`config.mk`:
```
export PLATFORM = sky130hd
export DESIGN_NAME = msp430_trace_fifo
export DESIGN_NICKNAME = d
export VERILOG_FILES = /design/src/rtl/msp430_trace_fifo.sv
export SDC_FILE = /design/constraint.sdc
export NUM_CORES = 1
export LEC_CHECK = 0
export BUFFER_PORTS_ARGS = -buffer_cell sky130_fd_sc_hd__buf_4
export CAP_MARGIN = 40
export CORE_UTILIZATION = 55
export DETAILED_ROUTE_END_ITERATION = 8
export GPL_TIMING_DRIVEN = 0
export PLACE_DENSITY = 0.75
export SYNTH_ARGS = -nofsm -noshare
export SYNTH_HDL_FRONTEND = slang
export SYNTH_SLANG_ARGS = --single-unit
```
`constraint.sdc`:
```
create_clock -name dbg_clk -period 6.32 [get_ports dbg_clk]
set_clock_uncertainty 0.2 [all_clocks]
set_input_delay 0.632 -clock dbg_clk [delete_from_list [all_inputs] [get_ports dbg_clk]]
set_output_delay 0.632 -clock dbg_clk [all_outputs]
set_load 0.005 [all_outputs]
```
`src/rtl/msp430_trace_fifo.sv`:
```
// ---------------------------------------------------------------------------
// msp430_trace_fifo
//
// Execution-trace capture buffer for the MSP430 verification environment.
// Every dbg_clk edge it samples the core's observability strobes and records
// at most one tagged, timestamped entry (decode, IRQ or NMI) into a circular
// buffer. A monitor drains the buffer through a first-word-fall-through
// valid/ready port.
//
// Ports:
//   dbg_clk, dbg_rst      clock, synchronous active-high reset
//   en, cap_mask[2:0]     capture enable; per-event enables {nmi, irq, decode}
//   wrap                  full policy: 1 = overwrite oldest, 0 = drop newest
//   clr                   synchronous flush of contents and drop accounting
//   decode, pc, ir        instruction decode strobe with its pc / ir
//   irq_detect, irq_num   maskable IRQ taken and its vector number
//   nmi_detect            NMI taken
//   rd_valid, rd_ready    read handshake; pop when both are high
//   rd_type               01 decode, 10 irq, 11 nmi
//   rd_pc, rd_ir          captured pc / ir
//   rd_irq_num            captured irq_num (0 for decode and NMI entries)
//   rd_ts                 timestamp of the capture cycle
//   count                 occupancy
//   overflow              sticky lost-event flag
//   drop_cnt              saturating count of lost events
// ---------------------------------------------------------------------------
module msp430_trace_fifo #(
    parameter int DW    = 16,
    parameter int DEPTH = 16,
    parameter int TSW   = 16,
    parameter int IRQW  = 6
) (
    input  logic                       dbg_clk,
    input  logic                       dbg_rst,
    input  logic                       en,
    input  logic [2:0]                 cap_mask,
    input  logic                       wrap,
    input  logic                       clr,
    input  logic                       decode,
    input  logic [DW-1:0]              pc,
    input  logic [DW-1:0]              ir,
    input  logic                       irq_detect,
    input  logic                       nmi_detect,
    input  logic [IRQW-1:0]            irq_num,
    output logic                       rd_valid,
    input  logic                       rd_ready,
    output logic [1:0]                 rd_type,
    output logic [DW-1:0]              rd_pc,
    output logic [DW-1:0]              rd_ir,
    output logic [IRQW-1:0]            rd_irq_num,
    output logic [TSW-1:0]             rd_ts,
    output logic [$clog2(DEPTH):0]     count,
    output logic                       overflow,
    output logic [7:0]                 drop_cnt
);

    localparam int AW = $clog2(DEPTH);
    localparam int CW = AW + 1;

    localparam logic [1:0] TYPE_DECODE = 2'b01;
    localparam logic [1:0] TYPE_IRQ    = 2'b10;
    localparam logic [1:0] TYPE_NMI    = 2'b11;

    // Entry storage, one array per field
    logic [1:0]      mem_type   [DEPTH];
    logic [DW-1:0]   mem_pc     [DEPTH];
    logic [DW-1:0]   mem_ir     [DEPTH];
    logic [IRQW-1:0] mem_irq    [DEPTH];
    logic [TSW-1:0]  mem_ts     [DEPTH];

    logic [AW-1:0]   wr_ptr;
    logic [AW-1:0]   rd_ptr;
    logic [TSW-1:0]  ts;

    logic            nmi_q;
    logic            irq_q;
    logic            dec_q;
    logic            push;
    logic            full;
    logic            pop;
    logic            write;
    logic            lost_full;
    logic [1:0]      n_qual;
    logic [1:0]      losers;
    logic [2:0]      drop_add;
    logic [8:0]      drop_sum;
    logic [1:0]      push_type;
    logic [IRQW-1:0] push_irq;

    // Event qualification and priority selection (NMI > IRQ > decode).
    // Every qualified event that is not the pushed one is a loser and counts
    // as a lost event.
    always_comb begin
        nmi_q     = en & nmi_detect & cap_mask[2];
        irq_q     = en & irq_detect & cap_mask[1];
        dec_q     = en & decode     & cap_mask[0];
        push      = nmi_q | irq_q | dec_q;
        n_qual    = {1'b0, nmi_q} + {1'b0, irq_q} + {1'b0, dec_q};
        losers    = n_qual - {1'b0, push};
        push_type = TYPE_DECODE;
        push_irq  = '0;
        if (nmi_q) begin
            push_type = TYPE_NMI;
        end else if (irq_q) begin
            push_type = TYPE_IRQ;
            push_irq  = irq_num;
        end
    end

    // Buffer control. A push into a full buffer without a simultaneous pop
    // is lost unless wrap is set, in which case it replaces the oldest entry
    // (wr_ptr equals rd_ptr when full, so both pointers advance together).
    always_comb begin
        full      = (count == CW'(DEPTH));
        pop       = rd_valid & rd_ready;
        write     = push & ~clr & (~full | pop | wrap);
        lost_full = push & full & ~pop;
        drop_add  = {1'b0, losers} + {2'b00, lost_full};
        drop_sum  = {1'b0, drop_cnt} + {6'b000000, drop_add};
    end

    // First-word-fall-through read of the head entry
    always_comb begin
        rd_valid   = (count != '0);
        rd_type    = mem_type[rd_ptr];
        rd_pc      = mem_pc[rd_ptr];
        rd_ir      = mem_ir[rd_ptr];
        rd_irq_num = mem_irq[rd_ptr];
        rd_ts      = mem_ts[rd_ptr];
    end

    // Entry array write; contents need no reset since count gates validity
    always_ff @(posedge dbg_clk) begin
        if (write && !dbg_rst) begin
            mem_type[wr_ptr] <= push_type;
            mem_pc[wr_ptr]   <= pc;
            mem_ir[wr_ptr]   <= ir;
            mem_irq[wr_ptr]  <= push_irq;
            mem_ts[wr_ptr]   <= ts;
        end
    end

    // Pointers, occupancy, drop accounting and the free-running timestamp.
    // clr flushes everything except ts and suppresses capture that cycle.
    always_ff @(posedge dbg_clk) begin
        if (dbg_rst) begin
            ts       <= '0;
            wr_ptr   <= '0;
            rd_ptr   <= '0;
            count    <= '0;
            overflow <= 1'b0;
            drop_cnt <= '0;
        end else begin
            ts <= ts + TSW'(1);
            if (clr) begin
                wr_ptr   <= '0;
                rd_ptr   <= '0;
                count    <= '0;
                overflow <= 1'b0;
                drop_cnt <= '0;
            end else begin
                if (write) begin
                    wr_ptr <= wr_ptr + AW'(1);
                end
                if (pop || (write && full)) begin
                    rd_ptr <= rd_ptr + AW'(1);
                end
                if (write && !pop && !full) begin
                    count <= count + CW'(1);
                end else if (pop && !write) begin
                    count <= count - CW'(1);
                end
                if (drop_add != 3'd0) begin
                    overflow <= 1'b1;
                    drop_cnt <= (drop_sum > 9'd255) ? 8'd255 : drop_sum[7:0];
                end
            end
        end
    end

endmodule
```
* Word level (Yosys, flattened, before mapping)
Memories as Yosys holds them, arrays and structs flattened. A register that Yosys moved wholly into a read port is not among the register bits. Index checks and enable logic that the tools add are counted.
Word-level totals: output and inout bits 71, input bits 50, memories 5, register bits 38, RAM bits 896, logic and storage cells 74
Memory list:
- mem_ir | words 16, width 16, read ports 1, clocked after Yosys merged registers in 1, write ports 1, RTL line 67 | logic [DW-1:0] mem_ir [DEPTH];
- mem_pc | words 16, width 16, read ports 1, clocked after Yosys merged registers in 1, write ports 1, RTL line 66 | logic [DW-1:0] mem_pc [DEPTH];
- mem_ts | words 16, width 16, read ports 1, clocked after Yosys merged registers in 1, write ports 1, RTL line 69 | logic [TSW-1:0] mem_ts [DEPTH];
- mem_irq | words 16, width 6, read ports 1, clocked after Yosys merged registers in 1, write ports 1, RTL line 68 | logic [IRQW-1:0] mem_irq [DEPTH];
- mem_type | words 16, width 2, read ports 1, clocked after Yosys merged registers in 1, write ports 1, RTL line 65 | logic [1:0] mem_type [DEPTH];
Cells by class: muxes and demuxes 19, $add $sub $neg 10, eq/ne operators 1, reduce and logical (&&, ||, !) cells 14, bitwise logic cells 18, magnitude comparators 1
Operators with widths (count):
- two-way mux 4 bit | 10
- adder 16 x 1 -> 16 bit (second input constant) | 1
- two-way mux 6 bit | 2
- AND 1 bit | 11
- two-way mux 5 bit | 2
- adder 8 x 3 -> 9 bit | 1
- > comparator 9 x 8 -> 1 bit (second input constant) | 1
- adder 4 x 1 -> 4 bit (second input constant) | 2
- two-way mux 8 bit | 1
- adder 5 x 1 -> 5 bit (second input constant) | 1
- == test 5 bit (second input constant) | 1
- logical AND 1 bit | 5
- nonzero test 5 bit | 1
- subtractor 5 x 1 -> 5 bit (second input constant) | 1
- logical NOT 1 bit | 4
- two-way mux 2 bit | 2
- bitwise OR 1 bit | 4
- adder 2 x 1 -> 3 bit | 1
- inverter 1 bit | 3
- nonzero test 3 bit | 1
- adder 1 x 1 -> 2 bit | 1
- adder 2 x 1 -> 2 bit | 1
- two-way mux 1 bit | 2
- nonzero test 2 bit | 1
- other kinds (3) | 3

* Depth between registers and ports, before layout
Gate-level depths: netlist of the first run.
word-level depth 10, mapped depth 16, mapped depth without buffers 15

* Least setup slack after synthesis of the first run
OpenSTA, ideal clock, no wires.
kind input -> register, start input clr, end memory mem_ir[1][0], enable pin, arrival 5.518 ns, stages on the path 6, setup slack 0.063 ns, path through clkbuf_1 -> or2_0 -> clkbuf_1 -> a211oi_1 -> nand2_1 -> nor3_1
On the way: longest elaborated chain between the ends 6
Ends and longest elaborated chain:
- start: declaration | RTL line 38 | input logic clr,
- inverter 1 bit | RTL line 116 | write = push & ~clr & (~full | pop | wrap);
- AND 1 bit (2 in a row) | RTL line 116
- logical AND 1 bit | RTL line 134 | if (write && !dbg_rst) begin
- two-way mux 1 bit | RTL line 134
- two-way mux 1 bit (not written as such) | RTL line 137 | mem_ir[wr_ptr] <= ir;
- end: declaration | RTL line 67
No other way between the ends.

==> results of run 1 <==
metal layers:
| layer | up-vias | global-route usage (%) | wire (um) |
|---|---|---|---|
| met2 | 1047 | 43.21 | 42490 |
| met3 | 162 | 4.452 | 7587 |
| met1 | 9268 | 34.13 | 30760 |
| met5 | - | 0 | 14 |
| li1 | 7055 | - | - |
| met4 | 2 | 9.007 | 2416 |
cells in the final DEF, fill, tap and decap left out, drive strengths merged, types with 13 or more instances in the layout:
cell type	Yosys	final
inv	11	14
xor2	13	13
edfxtp	896	896
mux4	280	280
nand2	19	19
dfxtp	42	42
buf	45	239
ha	15	15
clkinv	0	28
a21oi	20	20
nor2	40	40
clkbuf	27	147
nor3	15	15
worst min-delay path by stage:
stage / start / to / cells after the start / slack (ps)
2_1_floorplan: rd_ptr[3] / register / 2 / 260
3_3_place_gp: overflow / overflow / 2 / 270
3_5_place_dp: overflow / overflow / 2 / 280
4_1_cts: pc[15] / mem_pc[4][15] / 1 / 50
5_1_grt: pc[15] / mem_pc[4][15] / 1 / 70
6_report: ir[1] / mem_ir[3][1] / 1 / 80
power groups by stage:
stage | Combinational [mW] | Sequential (mW) | Clock [mW]
floorplan | 0.285 | 6.94 | 0
global placement | 0.458 | 6.95 | 0
detailed placement | 0.481 | 6.94 | 0
CTS | 0.488 | 6.81 | 5.49
global route | 0.517 | 6.81 | 5.68
finish | 0.484 | 6.81 | 5.43
kinds of logic after synthesis:
logic type / synth area share, %
and+or+nand+nor: 1.827
DFF: 77.33
muxes: 17.60
AOI/OAI and AO/OA: 0.9416
adders and majority gates: 0.6905
buffers and inverters: 1.119
xor gates and xnor gates: 0.4882
metrics by stage:
stage / instances / TNS (ps)
after floorplan: 1515 / 0
after detailed placement: 2563 / 0
final: 2731 / 0
after global routing: 2731 / 0
after CTS: 2730 / 0
after global placement: 2487 / -2212360
final cells by class:
type                            count  area [sq um]  share of cell area [%]
Tap cell                          855          1070                   2.538
Buffer                             72         360.3                  0.8551
Clock buffer                      120          2564                   6.083
Clock inverter                     47         444.2                   1.054
Multi-Input combinational cell    494          7843                   18.61
Sequential cell                   938         27750                   65.84
Inverter                           11         41.29                 0.09798
Timing Repair Buffer              194          2074                   4.923
registers in the layout, summed over array words and instances, names as in the netlist, named ones only:
name	cells
ts	16
overflow	1
mem_pc	256
mem_ts	256
rd_ptr	4
drop_cnt	8
mem_ir	256
mem_irq	96
wr_ptr	4
count	5
mem_type	32
==> qor.csv, run 1 <==
stage;metric;value;unit
timing;rsz0062_at_grt;no;
routing;post_drt_wl_per_cell;30.49;um
placement;place_ws;1270;ps
final_layout;design_area;42140;sq um
global_route;pin_count_of_the_biggest_net_entering_global_routing;22;
yosys;synth_top_cells_by_area;sky130_fd_sc_hd__edfxtp_1, sky130_fd_sc_hd__mux4_2, sky130_fd_sc_hd__dfxtp_1, sky130_fd_sc_hd__ha_1, sky130_fd_sc_hd__nor2_1;
timing;setup_viol;0;
clock_tree;postCtsHoldBufs;0;
yosys;mean_instance_size_in_the_synthesized_netlist;23.68;sq um
pwr;seq_power_share;53.5;%
critical_path;critPathKind;register to output pin;
floorplan;initial_core_util;55.66;%
routing;drt_pre_antenna_iters;5;
pwr;power.clock.fraction;42.7;%
timing;maxSlewViolCount;0;
hold_path;min_path_type;primary input to register;
critical_path;critical-path-top-delay-family;buffers and inverters;
clock_tree;cts_max_path_buffers;3;
yosys;netlist_area;35880;sq um
yosys;netlist_instances;1515;
routing;avgViaCountPerCell;6.420;
yosys;yosys_register_bits;938;
routing;post-route-drc-count;0;
floorplan;rows;93;
pwr;leakage_dissipation;13.35;nW
global_route;overall_overflow_remaining_after_global_route;0;
timing;finalHoldViolations;0;
global_route;grt_first_pass_wirelength;121700;um
run_status;status;complete, no violations;
timing;final.setup.worst_slack;1566;ps
critical_path;timing.critical_path.depth;6;
clock_tree;tritoncts;built;
floorplan;die_outline_area;66260;sq um
timing;timing.final.crit_period;4754;ps
yosys;post-synth-top-area-cell;sky130_fd_sc_hd__edfxtp_1;
critical_path;start_kind;register;
critical_path;crit_chain;buf_2 -> clkbuf_1 -> clkbuf_1 -> mux4_2 -> mux4_2 -> buf_4;
clock_tree;numCtsBuffers;91;
final_layout;final_nets;1870;
yosys;synthDistinctLibCells;52;
critical_path;crit-reg2reg-launch;count[0];
yosys;synth.yosys.warnings;0;
timing;min_period_over_period;75.22;%
critical_path;cp_max_fo;10;
yosys;leading_cell_type_by_number_of_instances_after_synthesis;sky130_fd_sc_hd__edfxtp_1;
floorplan;core_area;64460;sq um
pwr;vdd_ir_drop_max;0.2029;mV
global_route;overall_routing_resource_usage;25.67;%
clock_tree;cts_num_sinks;938;
pwr;report.power.total;12.73;mW
floorplan;dieWidth;257.4;um
final_layout;fillers;3944;
floorplan;die-height;257.4;um
critical_path;type_of_destination_of_the_critical_path;output pin;
pwr;comb_power_share;3.8;%
placement;buffer_ports.inserted;117;
yosys;synth_enable_flop_cells;896;
timing;transition_time_at_the_pin_with_the_least_slew_margin;973.6;ps
critical_path;max_stage_delay_on_crit_path;760;ps
critical_path;cp.arrival;3920;ps
routing;post_route_wl;83260;um
clock_tree;cts_max_level;3;
routing;via_count;17530;
final_layout;antenna-diode-count;0;
yosys;synth_largest_type_area_fraction;74.99;%
timing;fin_hold_ws;77.93;ps
timing;slew_headroom;35.09;%
yosys;ys_dominant_reg_cell;sky130_fd_sc_hd__edfxtp_1;
job;cap_viol_max_count;0;
critical_path;worstSetupEndpoint;rd_ts[15];
critical_path;worst_ep_required_time;5490;ps
global_route;number_of_antenna_violations_at_the_first_check_in_global_routing;1;
pwr;p_per_area;302.0;nW/um^2
critical_path;ff2ff_path_depth;9;
floorplan;io_pins;121;
critical_path;setup.reg_to_reg.worst_slack;2650;ps
pwr;netSwitchingFraction;20.05;%
timing;fmaxAchievable;210.3;MHz
final_layout;post-route-util;65.37;%
routing;detailedRoute.firstIterationViolations;1925;
final_layout;post_route_cells_drive_above_1_share;35.77;%
yosys;yosys-top-cells-count;sky130_fd_sc_hd__edfxtp_1, sky130_fd_sc_hd__mux4_2, sky130_fd_sc_hd__dfxtp_1;
clock_tree;worst_skew_pair.late_latency;650;ps
clock_tree;worst_path_clk_slew;70;ps
yosys;seq_area_frac_synth;77.33;%
pwr;switching_pwr;2.552;mW
critical_path;crit_path_top_delay_cell;sky130_fd_sc_hd__clkbuf_1;
yosys;syn-num-nets;1583;
critical_path;r2r_end;mem_pc[1][7];
placement;postPlaceCellArea;39120;sq um
clock_tree;post-cts-setup-buffers;0;
placement;detailedPlacementHpwl;50140;um
routing;final_antenna_violating_net_count;0;
critical_path;crit_buf_inv;4;
final_layout;area_growth_syn_to_layout;17.45;%
clock_tree;clock-root-buffer;sky130_fd_sc_hd__clkbuf_16;
placement;gp_congestion;0.7720;
clock_tree;cts_repair_resize_count;0;
pwr;internal_power;10.18;mW
global_route;grt_pass1_vias;18450;
yosys;postSynth.asyncResetShare;0;%
Note: power is estimated with default switching activity, not from simulation.
==> inputs of run 2 (changes only) <==
--- a/config.mk
+++ b/config.mk
@@ -10,7 +10,7 @@
 export CORE_UTILIZATION = 55
 export DETAILED_ROUTE_END_ITERATION = 8
 export GPL_TIMING_DRIVEN = 0
-export PLACE_DENSITY = 0.75
+export PLACE_DENSITY = 0.72
 export SYNTH_ARGS = -nofsm -noshare
 export SYNTH_HDL_FRONTEND = slang
 export SYNTH_SLANG_ARGS = --single-unit
==> constraint.sdc (replaced) <==
create_clock -name dbg_clk -period 4.59 [get_ports dbg_clk]
set_clock_uncertainty 0.2 [all_clocks]
set_input_delay 0.459 -clock dbg_clk [delete_from_list [all_inputs] [get_ports dbg_clk]]
set_output_delay 0.459 -clock dbg_clk [all_outputs]
set_load 0.005 [all_outputs]
==> qor.csv, run 2 (synthesis gave the netlist of run 1 again) <==
stage;metric;value;unit;change
run_status;status;complete, no violations;;
timing;setup_viol;0;;unchanged
final_layout;most_used_cells_in_the_layout_excluding_fill_and_tap_cells;sky130_fd_sc_hd__edfxtp_1, sky130_fd_sc_hd__mux4_2, sky130_fd_sc_hd__buf_4, sky130_fd_sc_hd__clkbuf_16, sky130_fd_sc_hd__clkbuf_1;;
global_route;pin_count_of_the_biggest_net_entering_global_routing;22;;unchanged
timing;slew_headroom;38.46;%;+3.4 points
timing;min_period_over_period;97.06;%;
clock_tree;cts_num_sinks;938;;unchanged
clock_tree;numCtsBuffers;89;;-2.2%
clock_tree;cts_repair_resize_count;0;;unchanged
final_layout;fillers;4012;;+1.7%
timing;rsz0062_at_grt;no;;
hold_path;min_path_type;primary input to register;;
final_layout;post_route_cells_drive_above_1_share;34.21;%;-1.6 points
floorplan;io_pins;121;;unchanged
final_layout;area_growth_syn_to_layout;18.21;%;
final_layout;post-route-util;65.79;%;+0.42 points
final_layout;final_cell_count_no_fill;2746;;+0.55%
routing;final_antenna_violating_net_count;0;;unchanged
clock_tree;post-cts-setup-buffers;0;;unchanged
routing;via_count;17330;;-1.2%
critical_path;setup.reg_to_reg.worst_slack;1060;ps;-1590 ps
global_route;grt_pass1_vias;18080;;-2.0%
pwr;leakage_dissipation;13.40;nW;+0.38%
critical_path;critPathKind;register to output pin;;
placement;detailedPlacementHpwl;48830;um;-2.6%
critical_path;cp_max_fo;10;;unchanged
global_route;number_of_antenna_violations_at_the_first_check_in_global_routing;1;;unchanged
placement;gp_congestion;0.7847;;+1.6%
clock_tree;worst_path_clk_slew;60;ps;about the same
placement;post-place-cells;2546;;-0.66%
floorplan;core_area;64460;sq um;unchanged
timing;fmaxAchievable;224.5;MHz;
routing;detailedRoute.firstIterationViolations;2064;;+7.2%
placement;buffer_ports.inserted;117;;unchanged
placement;postPlaceCellArea;39130;sq um;about the same
clock_tree;cts_max_path_buffers;3;;unchanged
final_layout;layout_top_registers;mem_ir x256, mem_pc x256, mem_ts x256;;
floorplan;die_outline_area;66260;sq um;unchanged
timing;final.setup.worst_slack;135.1;ps;-1431 ps
timing;tns;0;ps;unchanged
critical_path;cp.arrival;3800;ps;-120 ps
global_route;overall_overflow_remaining_after_global_route;0;;unchanged
timing;finalHoldViolations;0;;unchanged
routing;post_route_wl;80260;um;-3.6%
pwr;p_per_area;409.3;nW/um^2;+36%
critical_path;worst_ep_required_time;3930;ps;-1560 ps
final_layout;design_area;42410;sq um;+0.64%
clock_tree;cts_max_level;3;;unchanged
pwr;vdd_ir_drop_max;0.2993;mV;+48%
critical_path;ff2ff_path_depth;12;;+3
job;cap_viol_max_count;0;;unchanged
clock_tree;worst_skew_pair.late_latency;630;ps;-20 ps
routing;post_drt_wl_per_cell;29.23;um;-4.1%
routing;drt_pre_antenna_iters;5;;unchanged
routing;avgViaCountPerCell;6.309;;-1.7%
clock_tree;tritoncts;built;;
floorplan;die-height;257.4;um;unchanged
global_route;grt_first_pass_wirelength;118300;um;-2.8%
timing;timing.final.crit_period;4455;ps;
clock_tree;postCtsHoldBufs;32;;+32
routing;post-route-drc-count;0;;unchanged
global_route;overall_routing_resource_usage;24.87;%;-0.79 points
critical_path;type_of_destination_of_the_critical_path;output pin;;
floorplan;initial_core_util;55.66;%;unchanged
critical_path;start_kind;register;;
final_layout;antenna-diode-count;0;;unchanged
final_layout;layout_commonest_cell;sky130_fd_sc_hd__edfxtp_1;;
final_layout;final_nets;1886;;+0.86%
placement;place_ws;-199.0;ps;-1469 ps
timing;maxSlewViolCount;0;;unchanged
clock_tree;clock-root-buffer;sky130_fd_sc_hd__clkbuf_16;;
floorplan;dieWidth;257.4;um;unchanged
timing;transition_time_at_the_pin_with_the_least_slew_margin;920.9;ps;-52.76 ps
floorplan;rows;93;;unchanged
hold_path;hold-path-cell-count;4;;+3
-- run 2: changes by cell type in the layout (fill, tap and decap cells not counted), sizes merged --
| cell | before | now |
|---|---|---|
| bufinv | 7 | 9 |
| clkinvlp | 9 | 2 |
| dlygate4sd3 | 0 | 32 |
| clkinv | 28 | 38 |
| clkbuf | 147 | 139 |
| buf | 239 | 225 |
-- run 2: layout make-up --
class                   instances  area, sq um  area share (%)
flip-flops and latches        938        27750           65.42
multi-input cells             494         7868           18.55
repair buffers                212         2425           5.717
clock buffers                 112         2419           5.702
well taps                     855         1070           2.522
clock inverters                52        484.2           1.142
plain buffers                  72        360.3          0.8496
inverters                      11        41.29         0.09735
-- run 2: worst paths after layout --
kind                            startpoint     endpoint
worst min register to register    overflow     overflow
worst max-delay path              register    rd_ts[14]
worst max register to register    count[0]  drop_cnt[5]
worst min-delay path              rd_ready     count[4]
-- run 2: power breakdown --
part	total, mW	switching (mW)	leakage, nW	internal, mW
Combinational	0.683	0.344	3.43	0.340
Sequential	9.38	0.0271	8.54	9.35
Clock	7.30	3.06	1.43	4.24
-- run 2: through the flow --
stage | power (mW) | hold slack, ps
final | 17.36 | 133.6
after global routing | 17.82 | 139.7
after CTS | 17.46 | 97.66
after detailed placement | 10.22 | 277.8
after global placement | 10.19 | 262.9
after floorplan | 9.951 | 259.1
-- run 2: worst max-delay path, cell delays in order, from the launching register on --
cell	delay, ps
sky130_fd_sc_hd__dfxtp_1	320
sky130_fd_sc_hd__buf_2	290
sky130_fd_sc_hd__clkbuf_1	660
sky130_fd_sc_hd__buf_1	720
sky130_fd_sc_hd__mux4_2	430
sky130_fd_sc_hd__mux4_2	550
sky130_fd_sc_hd__buf_4	170
-- run 2: metal layers --
layer / up-vias / wire (um) / global-route usage (%)
met5: - / 10 / 0
met4: 2 / 1739 / 7.544
met2: 860 / 40420 / 40.72
met1: 9251 / 31630 / 34.75
li1: 7092 / - / -
met3: 120 / 6454 / 4.275
